## config.mk

```make
export PLATFORM = sky130hd
export DESIGN_NAME = opram_arbiter_flat
export DESIGN_NICKNAME = d
export VERILOG_FILES = /design/src/rtl/opram_arbiter_if.sv /design/src/rtl/opram_arbiter.sv /design/src/flat_wrapper.sv
export SDC_FILE = /design/constraint.sdc
export NUM_CORES = 1
export LEC_CHECK = 0
export CAP_MARGIN = 0
export CORE_ASPECT_RATIO = 1.5
export CORE_MARGIN = 10
export CORE_UTILIZATION = 29
export DETAILED_ROUTE_END_ITERATION = 8
export PLACE_DENSITY = 0.93
export SLEW_MARGIN = 10
export SYNTH_ARGS = -nofsm -noshare
export SYNTH_HDL_FRONTEND = slang
export SYNTH_SLANG_ARGS = --single-unit
```

## constraint.sdc

```tcl
create_clock -name clk -period 1.67 [get_ports clk]
set_input_delay 0.334 -clock clk [delete_from_list [all_inputs] [get_ports clk]]
set_output_delay 0.334 -clock clk [all_outputs]
set_load 0.005 [all_outputs]
```

## src/rtl/opram_arbiter_if.sv

```systemverilog
// Bundle of the two requester ports and the single-port RAM control pins.
// With OPRAM_ARB_LOCK_EN defined, the bundle also carries the a_lock and b_lock lines.
interface opram_arbiter_if #(
    parameter int AW = 8,
    parameter int DW = 8
);
    logic          a_req;
    logic          a_we;
    logic [AW-1:0] a_addr;
    logic [DW-1:0] a_wdata;
    logic          a_gnt;
    logic          a_rvalid;
    logic [DW-1:0] a_rdata;

    logic          b_req;
    logic          b_we;
    logic [AW-1:0] b_addr;
    logic [DW-1:0] b_wdata;
    logic          b_gnt;
    logic          b_rvalid;
    logic [DW-1:0] b_rdata;

`ifdef OPRAM_ARB_LOCK_EN
    logic          a_lock;
    logic          b_lock;
`endif

    logic          ram_ce;
    logic          ram_oce;
    logic          ram_wre;
    logic [AW-1:0] ram_ad;
    logic [DW-1:0] ram_din;
    logic [DW-1:0] ram_dout;

    // Arbiter side
    modport slave (
`ifdef OPRAM_ARB_LOCK_EN
        input  a_lock, b_lock,
`endif
        input  a_req, a_we, a_addr, a_wdata,
        input  b_req, b_we, b_addr, b_wdata,
        input  ram_dout,
        output a_gnt, a_rvalid, a_rdata,
        output b_gnt, b_rvalid, b_rdata,
        output ram_ce, ram_oce, ram_wre, ram_ad, ram_din
    );

    // Requester / RAM side
    modport master (
`ifdef OPRAM_ARB_LOCK_EN
        output a_lock, b_lock,
`endif
        output a_req, a_we, a_addr, a_wdata,
        output b_req, b_we, b_addr, b_wdata,
        output ram_dout,
        input  a_gnt, a_rvalid, a_rdata,
        input  b_gnt, b_rvalid, b_rdata,
        input  ram_ce, ram_oce, ram_wre, ram_ad, ram_din
    );
endinterface

```

## src/rtl/opram_arbiter.sv

```systemverilog
// Round-robin arbiter that shares one single-port op-code RAM between ports A and B.
// Defining OPRAM_ARB_LOCK_EN adds per-port lock, which gives one port exclusive ownership.
module opram_arbiter #(
    parameter int AW     = 8,
    parameter int DW     = 8,
    parameter int RD_LAT = 1
) (
    input  logic           clk,
    input  logic           reset,
    opram_arbiter_if.slave bus
);
    logic          w_rr_a;
    logic          w_rr_b;
    logic          w_sel_a;
    logic          w_sel_b;
    logic          w_gnt_a;
    logic          w_gnt_b;
    logic          w_gnt;
    logic          w_we;
    logic [AW-1:0] w_ad;
    logic [DW-1:0] w_din;
    logic          r_last_b;
    logic          r_oce;

    // On contention the port that was not granted last wins.
    always_comb begin
        w_rr_a = bus.a_req && (!bus.b_req || r_last_b);
        w_rr_b = bus.b_req && !w_rr_a;
    end

`ifdef OPRAM_ARB_LOCK_EN
    typedef enum logic [1:0] {OWN_NONE, OWN_A, OWN_B} own_t;
    own_t r_own;
    own_t w_own_next;
    logic w_owned;

    always_ff @(posedge clk or posedge reset) begin
        if (reset) r_own <= OWN_NONE;
        else       r_own <= w_own_next;
    end

    always_comb begin
        w_owned = ((r_own == OWN_A) && bus.a_req && bus.a_lock) ||
                  ((r_own == OWN_B) && bus.b_req && bus.b_lock);
        w_sel_a = w_rr_a;
        w_sel_b = w_rr_b;
        if (w_owned) begin
            w_sel_a = (r_own == OWN_A);
            w_sel_b = (r_own == OWN_B);
        end
        // Ownership survives only while the owner keeps winning with lock high.
        w_own_next = OWN_NONE;
        if (w_gnt_a && bus.a_lock)      w_own_next = OWN_A;
        else if (w_gnt_b && bus.b_lock) w_own_next = OWN_B;
    end
`else
    always_comb begin
        w_sel_a = w_rr_a;
        w_sel_b = w_rr_b;
    end
`endif

    assign w_gnt_a = w_sel_a && !reset;
    assign w_gnt_b = w_sel_b && !reset;
    assign w_gnt   = w_gnt_a || w_gnt_b;

    always_comb begin
        w_we  = 1'b0;
        w_ad  = '0;
        w_din = '0;
        if (w_gnt_a) begin
            w_we  = bus.a_we;
            w_ad  = bus.a_addr;
            w_din = bus.a_wdata;
        end else if (w_gnt_b) begin
            w_we  = bus.b_we;
            w_ad  = bus.b_addr;
            w_din = bus.b_wdata;
        end
    end

    always_ff @(posedge clk or posedge reset) begin
        if (reset) begin
            r_last_b <= 1'b1;
            r_oce    <= 1'b0;
        end else begin
            r_oce <= 1'b1;
            if (w_gnt_a)      r_last_b <= 1'b0;
            else if (w_gnt_b) r_last_b <= 1'b1;
        end
    end

    // Read tags travel alongside the RAM read pipeline, one stage per clock of latency.
    genvar gi;
    generate
        for (gi = 0; gi < RD_LAT; gi++) begin : g_tag
            logic r_vld;
            logic r_b;
            if (gi == 0) begin : g_head
                always_ff @(posedge clk or posedge reset) begin
                    if (reset) begin
                        r_vld <= 1'b0;
                        r_b   <= 1'b0;
                    end else begin
                        r_vld <= w_gnt && !w_we;
                        r_b   <= w_gnt_b;
                    end
                end
            end else begin : g_body
                always_ff @(posedge clk or posedge reset) begin
                    if (reset) begin
                        r_vld <= 1'b0;
                        r_b   <= 1'b0;
                    end else begin
                        r_vld <= g_tag[gi-1].r_vld;
                        r_b   <= g_tag[gi-1].r_b;
                    end
                end
            end
        end
    endgenerate

    assign bus.a_gnt    = w_gnt_a;
    assign bus.b_gnt    = w_gnt_b;
    assign bus.a_rvalid = g_tag[RD_LAT-1].r_vld && !g_tag[RD_LAT-1].r_b;
    assign bus.b_rvalid = g_tag[RD_LAT-1].r_vld &&  g_tag[RD_LAT-1].r_b;
    assign bus.a_rdata  = bus.ram_dout;
    assign bus.b_rdata  = bus.ram_dout;
    assign bus.ram_ce   = w_gnt;
    assign bus.ram_wre  = w_we;
    assign bus.ram_ad   = w_ad;
    assign bus.ram_din  = w_din;
    assign bus.ram_oce  = r_oce;
endmodule
```

## src/flat_wrapper.sv

```systemverilog
// flat-port wrapper written by rule: the top's interface ports become plain ports
module opram_arbiter_flat 
#(
    parameter int AW     = 8,
    parameter int DW     = 8,
    parameter int RD_LAT = 1
)
  (clk, reset, bus_a_req, bus_a_we, bus_a_addr, bus_a_wdata, bus_b_req, bus_b_we, bus_b_addr, bus_b_wdata, bus_ram_dout, bus_a_gnt, bus_a_rvalid, bus_a_rdata, bus_b_gnt, bus_b_rvalid, bus_b_rdata, bus_ram_ce, bus_ram_oce, bus_ram_wre, bus_ram_ad, bus_ram_din);
  opram_arbiter_if #(.AW(AW), .DW(DW)) bus_i ();
  input  logic clk;
  input  logic reset;
  input wire logic [$bits(bus_i.a_req)-1:0] bus_a_req;
  input wire logic [$bits(bus_i.a_we)-1:0] bus_a_we;
  input wire logic [$bits(bus_i.a_addr)-1:0] bus_a_addr;
  input wire logic [$bits(bus_i.a_wdata)-1:0] bus_a_wdata;
  input wire logic [$bits(bus_i.b_req)-1:0] bus_b_req;
  input wire logic [$bits(bus_i.b_we)-1:0] bus_b_we;
  input wire logic [$bits(bus_i.b_addr)-1:0] bus_b_addr;
  input wire logic [$bits(bus_i.b_wdata)-1:0] bus_b_wdata;
  input wire logic [$bits(bus_i.ram_dout)-1:0] bus_ram_dout;
  output wire logic [$bits(bus_i.a_gnt)-1:0] bus_a_gnt;
  output wire logic [$bits(bus_i.a_rvalid)-1:0] bus_a_rvalid;
  output wire logic [$bits(bus_i.a_rdata)-1:0] bus_a_rdata;
  output wire logic [$bits(bus_i.b_gnt)-1:0] bus_b_gnt;
  output wire logic [$bits(bus_i.b_rvalid)-1:0] bus_b_rvalid;
  output wire logic [$bits(bus_i.b_rdata)-1:0] bus_b_rdata;
  output wire logic [$bits(bus_i.ram_ce)-1:0] bus_ram_ce;
  output wire logic [$bits(bus_i.ram_oce)-1:0] bus_ram_oce;
  output wire logic [$bits(bus_i.ram_wre)-1:0] bus_ram_wre;
  output wire logic [$bits(bus_i.ram_ad)-1:0] bus_ram_ad;
  output wire logic [$bits(bus_i.ram_din)-1:0] bus_ram_din;
  assign bus_i.a_req = bus_a_req;
  assign bus_i.a_we = bus_a_we;
  assign bus_i.a_addr = bus_a_addr;
  assign bus_i.a_wdata = bus_a_wdata;
  assign bus_i.b_req = bus_b_req;
  assign bus_i.b_we = bus_b_we;
  assign bus_i.b_addr = bus_b_addr;
  assign bus_i.b_wdata = bus_b_wdata;
  assign bus_i.ram_dout = bus_ram_dout;
  assign bus_a_gnt = bus_i.a_gnt;
  assign bus_a_rvalid = bus_i.a_rvalid;
  assign bus_a_rdata = bus_i.a_rdata;
  assign bus_b_gnt = bus_i.b_gnt;
  assign bus_b_rvalid = bus_i.b_rvalid;
  assign bus_b_rdata = bus_i.b_rdata;
  assign bus_ram_ce = bus_i.ram_ce;
  assign bus_ram_oce = bus_i.ram_oce;
  assign bus_ram_wre = bus_i.ram_wre;
  assign bus_ram_ad = bus_i.ram_ad;
  assign bus_ram_din = bus_i.ram_din;
  opram_arbiter #(.AW(AW), .DW(DW), .RD_LAT(RD_LAT)) u_core (.clk(clk), .reset(reset), .bus(bus_i));
endmodule
```

==> flow_summary_export.csv, run 1 <==
group,metric,value,unit
clocking,longest_clk_path_bufs,2,
power,leakagePower,0.5747,nW
placed_design,dp_cells,176,
finish,layout_commonest_cell,"sky130_fd_sc_hd__clkdlybuf4s50_1",
floorplanning,ports,85,
sta,fin_crit_sh,103.4,%
finish,finalNetCount,192,
finish,area_delta_synth_final,69.02,%
setup_path,critical_path.endpoint,"bus_ram_din[1]",
setup_path,worst_setup_path_start_kind,"flip-flop",
yosys,synth_cell_types,21,
detailed_routing,route.antenna.remaining_nets,0,
yosys,syn-num-nets,142,
floorplanning,dieArea,5456,um^2
sta,final.setup_skew,0.004139,ns
setup_path,worst-path-max-fanout,20,
placed_design,detail_placement_hpwl,2.278,mm
yosys,synth-seq-cells,4,
sta,final.min_clock_period,1.727,ns
setup_path,timing.critical_path.arrival,1.39,ns
sta,maxSlewViolCount,0,
yosys,synth_area,832.0,um^2
sta,hold-worst-slack,0.4322,ns
setup_path,cp_data_required_time,1.34,ns
grt,grt_antenna_before_repair,0,
yosys,synthesis.yosys.warnings,0,
yosys,syn-instance-count,96,
setup_path,r2r_cells,5,
detailed_routing,post_drt_wl_per_cell,15.64,um
power,max-vdd-ir-drop,0.0002922,V
setup_path,path_delay_family,"flip-flops",
floorplanning,core,2705,um^2
run_status,violations,"negative setup slack",
power,powerDensity,506.3,nW/um^2
placed_design,postPlaceCellArea,1386,um^2
detailed_routing,drc,0,
sta,grt_setup_unrepaired,"yes",
grt,grt_first_pass_wirelength,4.416,mm
clocking,clk_root_buffer_cell,"sky130_fd_sc_hd__clkbuf_8",
setup_path,timing.critical_path.depth,4,
detailed_routing,vias_per_cell,4.665,
finish,layout-drive-gt1-share,35.86,%
floorplanning,fp.dieH,85.61,um
detailed_routing,drt_iter0_markers,10,
setup_path,timing.critical_path.from,"u_core.r_last_b",
clocking,clk_latency,0.22,ns
floorplanning,row_count,23,
finish,final_cell_mix,"37 x sky130_fd_sc_hd__clkdlybuf4s50_1, 35 x sky130_fd_sc_hd__nand2b_1, 19 x sky130_fd_sc_hd__buf_2",
worst_hold_path,holdCritPathClass,"in -> async",
placed_design,place.port_buffers,60,
grt,maximum_number_of_pins_on_one_net_before_global_route_repair,21,
sta,hold_viol,0,
setup_path,endpoint_class_of_the_critical_path,"output pin",
clocking,tritoncts_num_sinks,4,
placed_design,weighted_congestion_at_the_end_of_routability_driven_global_placement,0.6770,
setup_path,r2r_end,"u_core.g_tag[0].r_vld",
grt,number_of_global_route_vias_before_repair,949,
clocking,clkTransAtPathRegs,0.03,ns
setup_path,crit_path_max_incr_delay,0.53,ns
sta,fmax,0.5791,GHz
run_status,status,"finished with violations",
setup_path,register_to_register_path_setup_slack,0.42,ns
setup_path,worst-setup-path-type,"reg -> out",
detailed_routing,postRouteWirelength,2.846,mm
clocking,cts_htree_levels,1,
floorplanning,floorplan.initialDensity,30.76,%
sta,postLayoutSetupSlackWorst,-0.05681,ns
setup_path,path_buf_inv,2,
detailed_routing,first_pass_iters,2,
setup_path,critical_path.cell_chain,"nor2b_2 > buf_12 > o32ai_1 > buf_2",
clocking,cts_tree,"built",
yosys,synth_sequential_area_ratio,12.18,%
finish,layout.core_utilization,51.99,%
finish,layoutNonFillerInstCount,182,
finish,final_cell_area,1406,um^2
yosys,synth_area_per_cell,8.667,um^2
finish,diodes,0,
detailed_routing,routed-via-count,849,
sta,report.final.setup_viol,18,
flow_run,cap_viol_max_count,0,
floorplanning,floorplan.die.width,63.74,um
clocking,cts_inserted_buffers,3,
grt,globalRouteTotalUtil,9.893,%
setup_path,critical_path.reg2reg.startpoint,"u_core.r_last_b",
setup_path,critPathSlowestCell,"sky130_fd_sc_hd__dfstp_2",
grt,grt_overflow,0,
## how the worst min path moves through the flow
| stage | endpoint | slack (ns) | cells past startpoint |
|---|---|---|---|
| final | u_core.g_tag[0].r_b | 0.43 | 4 |
| after global routing | u_core.g_tag[0].r_b | 0.45 | 4 |
| after CTS | u_core.g_tag[0].r_b | 0.43 | 4 |
| after detailed placement | bus_b_rdata[6] | 0.67 | 0 |
| after global placement | bus_b_rdata[6] | 0.67 | 0 |
| after floorplan | u_core.bus.ram_oce | 0.26 | 2 |
## sequential cells by signal, summed over array words and instances, names as in the netlist
register and cells:
u_core.bus.ram_oce 1, u_core.g_tag.r_b 1, u_core.g_tag.r_vld 1, u_core.r_last_b 1
## final cells by class
cell class              instances  area (um^2)
clock buffers                   4        45.04
fillers                       268         1299
inverters                       2        10.01
multi-input cells              65        569.3
flip-flops and latches          4        101.3
well taps                      37        46.29
repair buffers                 70        634.4
## metrics by stage
step	setup slack (ns)	power, W	setup TNS, ns
after floorplan	0.3411	0.0003183	0
after global placement	-0.6003	0.0004947	-11.22
after detailed placement	-0.6746	0.0005043	-12.15
after CTS	-0.05662	0.0006977	-0.8376
after global routing	-0.1030	0.0007551	-1.564
final	-0.05681	0.0007120	-0.5403
## kinds of logic after synthesis
group           count (synthesis)  share of synthesized area (%)
other cells                     1                         0.4507
flops                           4                          12.18
buf+inv                        27                          23.76
compound gates                 20                          31.13
simple gates                   44                          32.48
## report_power, final
part | total [W] | internal, W | switching [W]
sequential | 0.000115 | 0.000111 | 0.00000486
combinational | 0.000377 | 0.000226 | 0.000151
clock | 0.000219 | 0.000163 | 0.0000559
## timing repair
action / CTS / global route
gates resized for setup: 84 / 3
buffers inserted: 0 / 1
hold endpoints to repair: 0 / 0
gates cloned: 0 / 1
pin swaps: 1 / 0
setup endpoints to repair: 20 / 18
hold buffers: 0 / 0
## routing by layer
| metal | up-vias | global-route usage (%) | wire length [um] |
|---|---|---|---|
| li1 | 417 | - | - |
| met1 | 374 | 9.426 | 1046 |
| met2 | 47 | 15.87 | 1346 |
| met3 | 11 | 5.859 | 388 |
| met4 | 0 | 6.387 | 65 |
| met5 | - | 0 | 0 |
## worst reg2reg max path, delay by kind of cell, from the launching register on
kind                   cells  cell delay (ns)
buffers and inverters      3             0.39
AOI/OAI and AO/OA          2             0.20
DFF                        1             0.53
## cells in the mapped netlist
cell	instances	area (um^2)
sky130_fd_sc_hd__a22o_1	1	8.760
sky130_fd_sc_hd__dfstp_2	1	26.28
sky130_fd_sc_hd__o32ai_1	7	61.31
sky130_fd_sc_hd__clkbuf_1	2	7.510
sky130_fd_sc_hd__nand2b_1	35	219.0
sky130_fd_sc_hd__buf_6	4	45.04
sky130_fd_sc_hd__nor2b_1	1	6.260
sky130_fd_sc_hd__nor2_1	3	11.26
sky130_fd_sc_hd__inv_1	1	3.750
sky130_fd_sc_hd__or2_0	1	6.260
sky130_fd_sc_hd__buf_2	2	10.01
sky130_fd_sc_hd__buf_4	17	127.6
sky130_fd_sc_hd__conb_1	1	3.750
sky130_fd_sc_hd__and2_1	1	6.260
sky130_fd_sc_hd__o32ai_2	11	178.9
sky130_fd_sc_hd__or2_1	1	6.260
sky130_fd_sc_hd__dfrtp_1	3	75.07
sky130_fd_sc_hd__a21bo_1	1	10.01
sky130_fd_sc_hd__nor2_2	1	6.260
sky130_fd_sc_hd__inv_2	1	3.750
sky130_fd_sc_hd__nor2b_2	1	8.760
Power figures use the tool's default switching activity.
==> run 2, diff against run 1 <==
--- a/config.mk
+++ b/config.mk
@@ -10,6 +10,7 @@
 export CORE_MARGIN = 10
 export CORE_UTILIZATION = 29
 export DETAILED_ROUTE_END_ITERATION = 8
+export GPL_TIMING_DRIVEN = 0
 export PLACE_DENSITY = 0.93
 export SLEW_MARGIN = 10
 export SYNTH_ARGS = -nofsm -noshare
==> run 2 against run 1 <==
- the flow still finishes with violations (negative setup slack)
- register-to-register slack improved by 0.03 ns
- total power rose by 13%
- critical path depth rose by 1
- maximum frequency fell by 0.66%
- wire length rose by 30%
- design area rose by 21%
- clock skew fell by 0.0017 ns
==> flow_summary_export.csv, run 2 (synthesized netlist as in run 1, its figures left out) <==
group,metric,value,unit
power,powerDensity,472.9,nW/um^2
sta,fmax,0.5753,GHz
power,max-vdd-ir-drop,0.0003849,V
sta,maxSlewViolCount,0,
setup_path,r2r_end,"u_core.g_tag[0].r_vld",
floorplanning,fp.dieH,85.61,um
sta,hold-worst-slack,0.09822,ns
detailed_routing,first_pass_iters,4,
placed_design,place.port_buffers,75,
run_status,status,"finished with violations",
floorplanning,ports,85,
setup_path,worst_setup_path_start_kind,"flip-flop",
finish,layout-drive-gt1-share,39.11,%
setup_path,worst-setup-path-type,"reg -> out",
sta,grt_setup_unrepaired,"yes",
floorplanning,core,2705,um^2
placed_design,postPlaceCellArea,1629,um^2
grt,globalRouteTotalUtil,13.00,%
clocking,cts_inserted_buffers,3,
clocking,clk_latency,0.22,ns
finish,final_cell_mix,"54 x sky130_fd_sc_hd__clkdlybuf4s50_1, 35 x sky130_fd_sc_hd__nand2b_1, 19 x sky130_fd_sc_hd__buf_2",
detailed_routing,post_drt_wl_per_cell,17.19,um
detailed_routing,drc,0,
placed_design,dp_cells,208,
worst_hold_path,holdCritPathClass,"in -> async",
sta,final.min_clock_period,1.738,ns
setup_path,cp_data_required_time,1.34,ns
sta,hold_viol,0,
detailed_routing,postRouteWirelength,3.712,mm
detailed_routing,routed-via-count,1012,
setup_path,register_to_register_path_setup_slack,0.45,ns
finish,final_cell_area,1708,um^2
detailed_routing,drt_iter0_markers,12,
grt,grt_antenna_before_repair,0,
run_status,violations,"negative setup slack",
flow_run,cap_viol_max_count,0,
finish,layoutNonFillerInstCount,216,
setup_path,critical_path.endpoint,"bus_ram_ad[0]",
finish,finalNetCount,226,
detailed_routing,vias_per_cell,4.685,
clocking,cts_htree_levels,1,
clocking,longest_clk_path_bufs,2,
grt,maximum_number_of_pins_on_one_net_before_global_route_repair,11,
sta,fin_crit_sh,104.1,%
placed_design,detailedPlace.worstSlack,-0.6903,ns
sta,report.final.setup_viol,18,
finish,layout.filler_cells,248,
floorplanning,row_count,23,
setup_path,endpoint_class_of_the_critical_path,"output pin",
clocking,clk_root_buffer_cell,"sky130_fd_sc_hd__clkbuf_8",
sta,postLayoutSetupSlackWorst,-0.06831,ns
floorplanning,dieArea,5456,um^2
placed_design,weighted_congestion_at_the_end_of_routability_driven_global_placement,0.6583,
clocking,cts_tree,"built",
setup_path,timing.critical_path.arrival,1.40,ns
floorplanning,floorplan.die.width,63.74,um
setup_path,timing.critical_path.from,"u_core.r_last_b",
detailed_routing,route.antenna.remaining_nets,0,
clocking,tritoncts_num_sinks,4,
setup_path,r2r_cells,4,
sta,final.setup_skew,0.002459,ns
clocking,clkTransAtPathRegs,0.04,ns
setup_path,worst-path-max-fanout,5,
finish,layout_commonest_cell,"sky130_fd_sc_hd__clkdlybuf4s50_1",
finish,area_delta_synth_final,105.3,%
sta,setup_total_negative_slack,-0.8572,ns
grt,grt_first_pass_wirelength,5.747,mm
grt,grt_overflow,0,
grt,number_of_global_route_vias_before_repair,1205,
floorplanning,floorplan.initialDensity,30.76,%
setup_path,critical_path.reg2reg.startpoint,"u_core.r_last_b",
power,leakagePower,0.7147,nW
placed_design,detail_placement_hpwl,3.054,mm
finish,diodes,0,
## run 2: per-stage QoR
step	util, %	power (W)
2_1_floorplan	-	0.0003183
6_report	63.14	0.0008076
4_1_cts	61.47	0.0007913
3_5_place_dp	60.22	0.0005634
5_1_grt	63.14	0.0008543
3_3_place_gp	60.22	0.0005517
## run 2: critical path, cell delays in order (launching register included)
cell                        delay, ns
sky130_fd_sc_hd__dfstp_2         0.55
sky130_fd_sc_hd__a21bo_1         0.14
sky130_fd_sc_hd__buf_6           0.14
sky130_fd_sc_hd__clkbuf_16       0.15
sky130_fd_sc_hd__o32ai_2         0.06
sky130_fd_sc_hd__buf_2           0.13
## run 2: worst min path at each step
| stage | startpoint | to | slack [ns] | cells past startpoint |
|---|---|---|---|---|
| 5_1_grt | reset | u_core.bus.ram_oce | 0.11 | 2 |
| 4_1_cts | reset | u_core.bus.ram_oce | 0.09 | 2 |
| 3_5_place_dp | reset | u_core.g_tag[0].r_b | 0.32 | 2 |
| 2_1_floorplan | reset | u_core.bus.ram_oce | 0.26 | 2 |
| 3_3_place_gp | reset | u_core.bus.ram_oce | 0.32 | 2 |
| 6_report | reset | u_core.bus.ram_oce | 0.1 | 2 |
## run 2: final cells by class
type | instances | area [um^2] | share of cell area (%)
multi-input cells | 65 | 586.8 | 34.36
plain buffers | 25 | 202.7 | 11.87
well taps | 37 | 46.29 | 2.711
inverters | 2 | 10.01 | 0.5861
clock buffers | 4 | 45.04 | 2.637
flip-flops and latches | 4 | 101.3 | 5.934
repair buffers | 79 | 715.7 | 41.90
## run 2: layer usage
layer	track usage, %	part of all wire [%]	vias to the layer above
met5	0	0	-
met4	5.389	0.78	0
met3	9.115	16	4
met2	24.31	53	69
met1	9.926	30	457
li1	-	-	482
## run 2: what timing repair did
action,4_1_cts,5_1_grt
pin swaps,1,2
hold buffers,0,0
resized for setup,86,5
setup buffers,2,1
endpoints found under the setup margin,20,20
gates cloned,0,1
## run 2: power by group
group,switching (W),internal (W)
sequential,0.00000769,0.000111
combinational,0.000177,0.000289
clock,0.0000591,0.000164
total,0.000244,0.000564
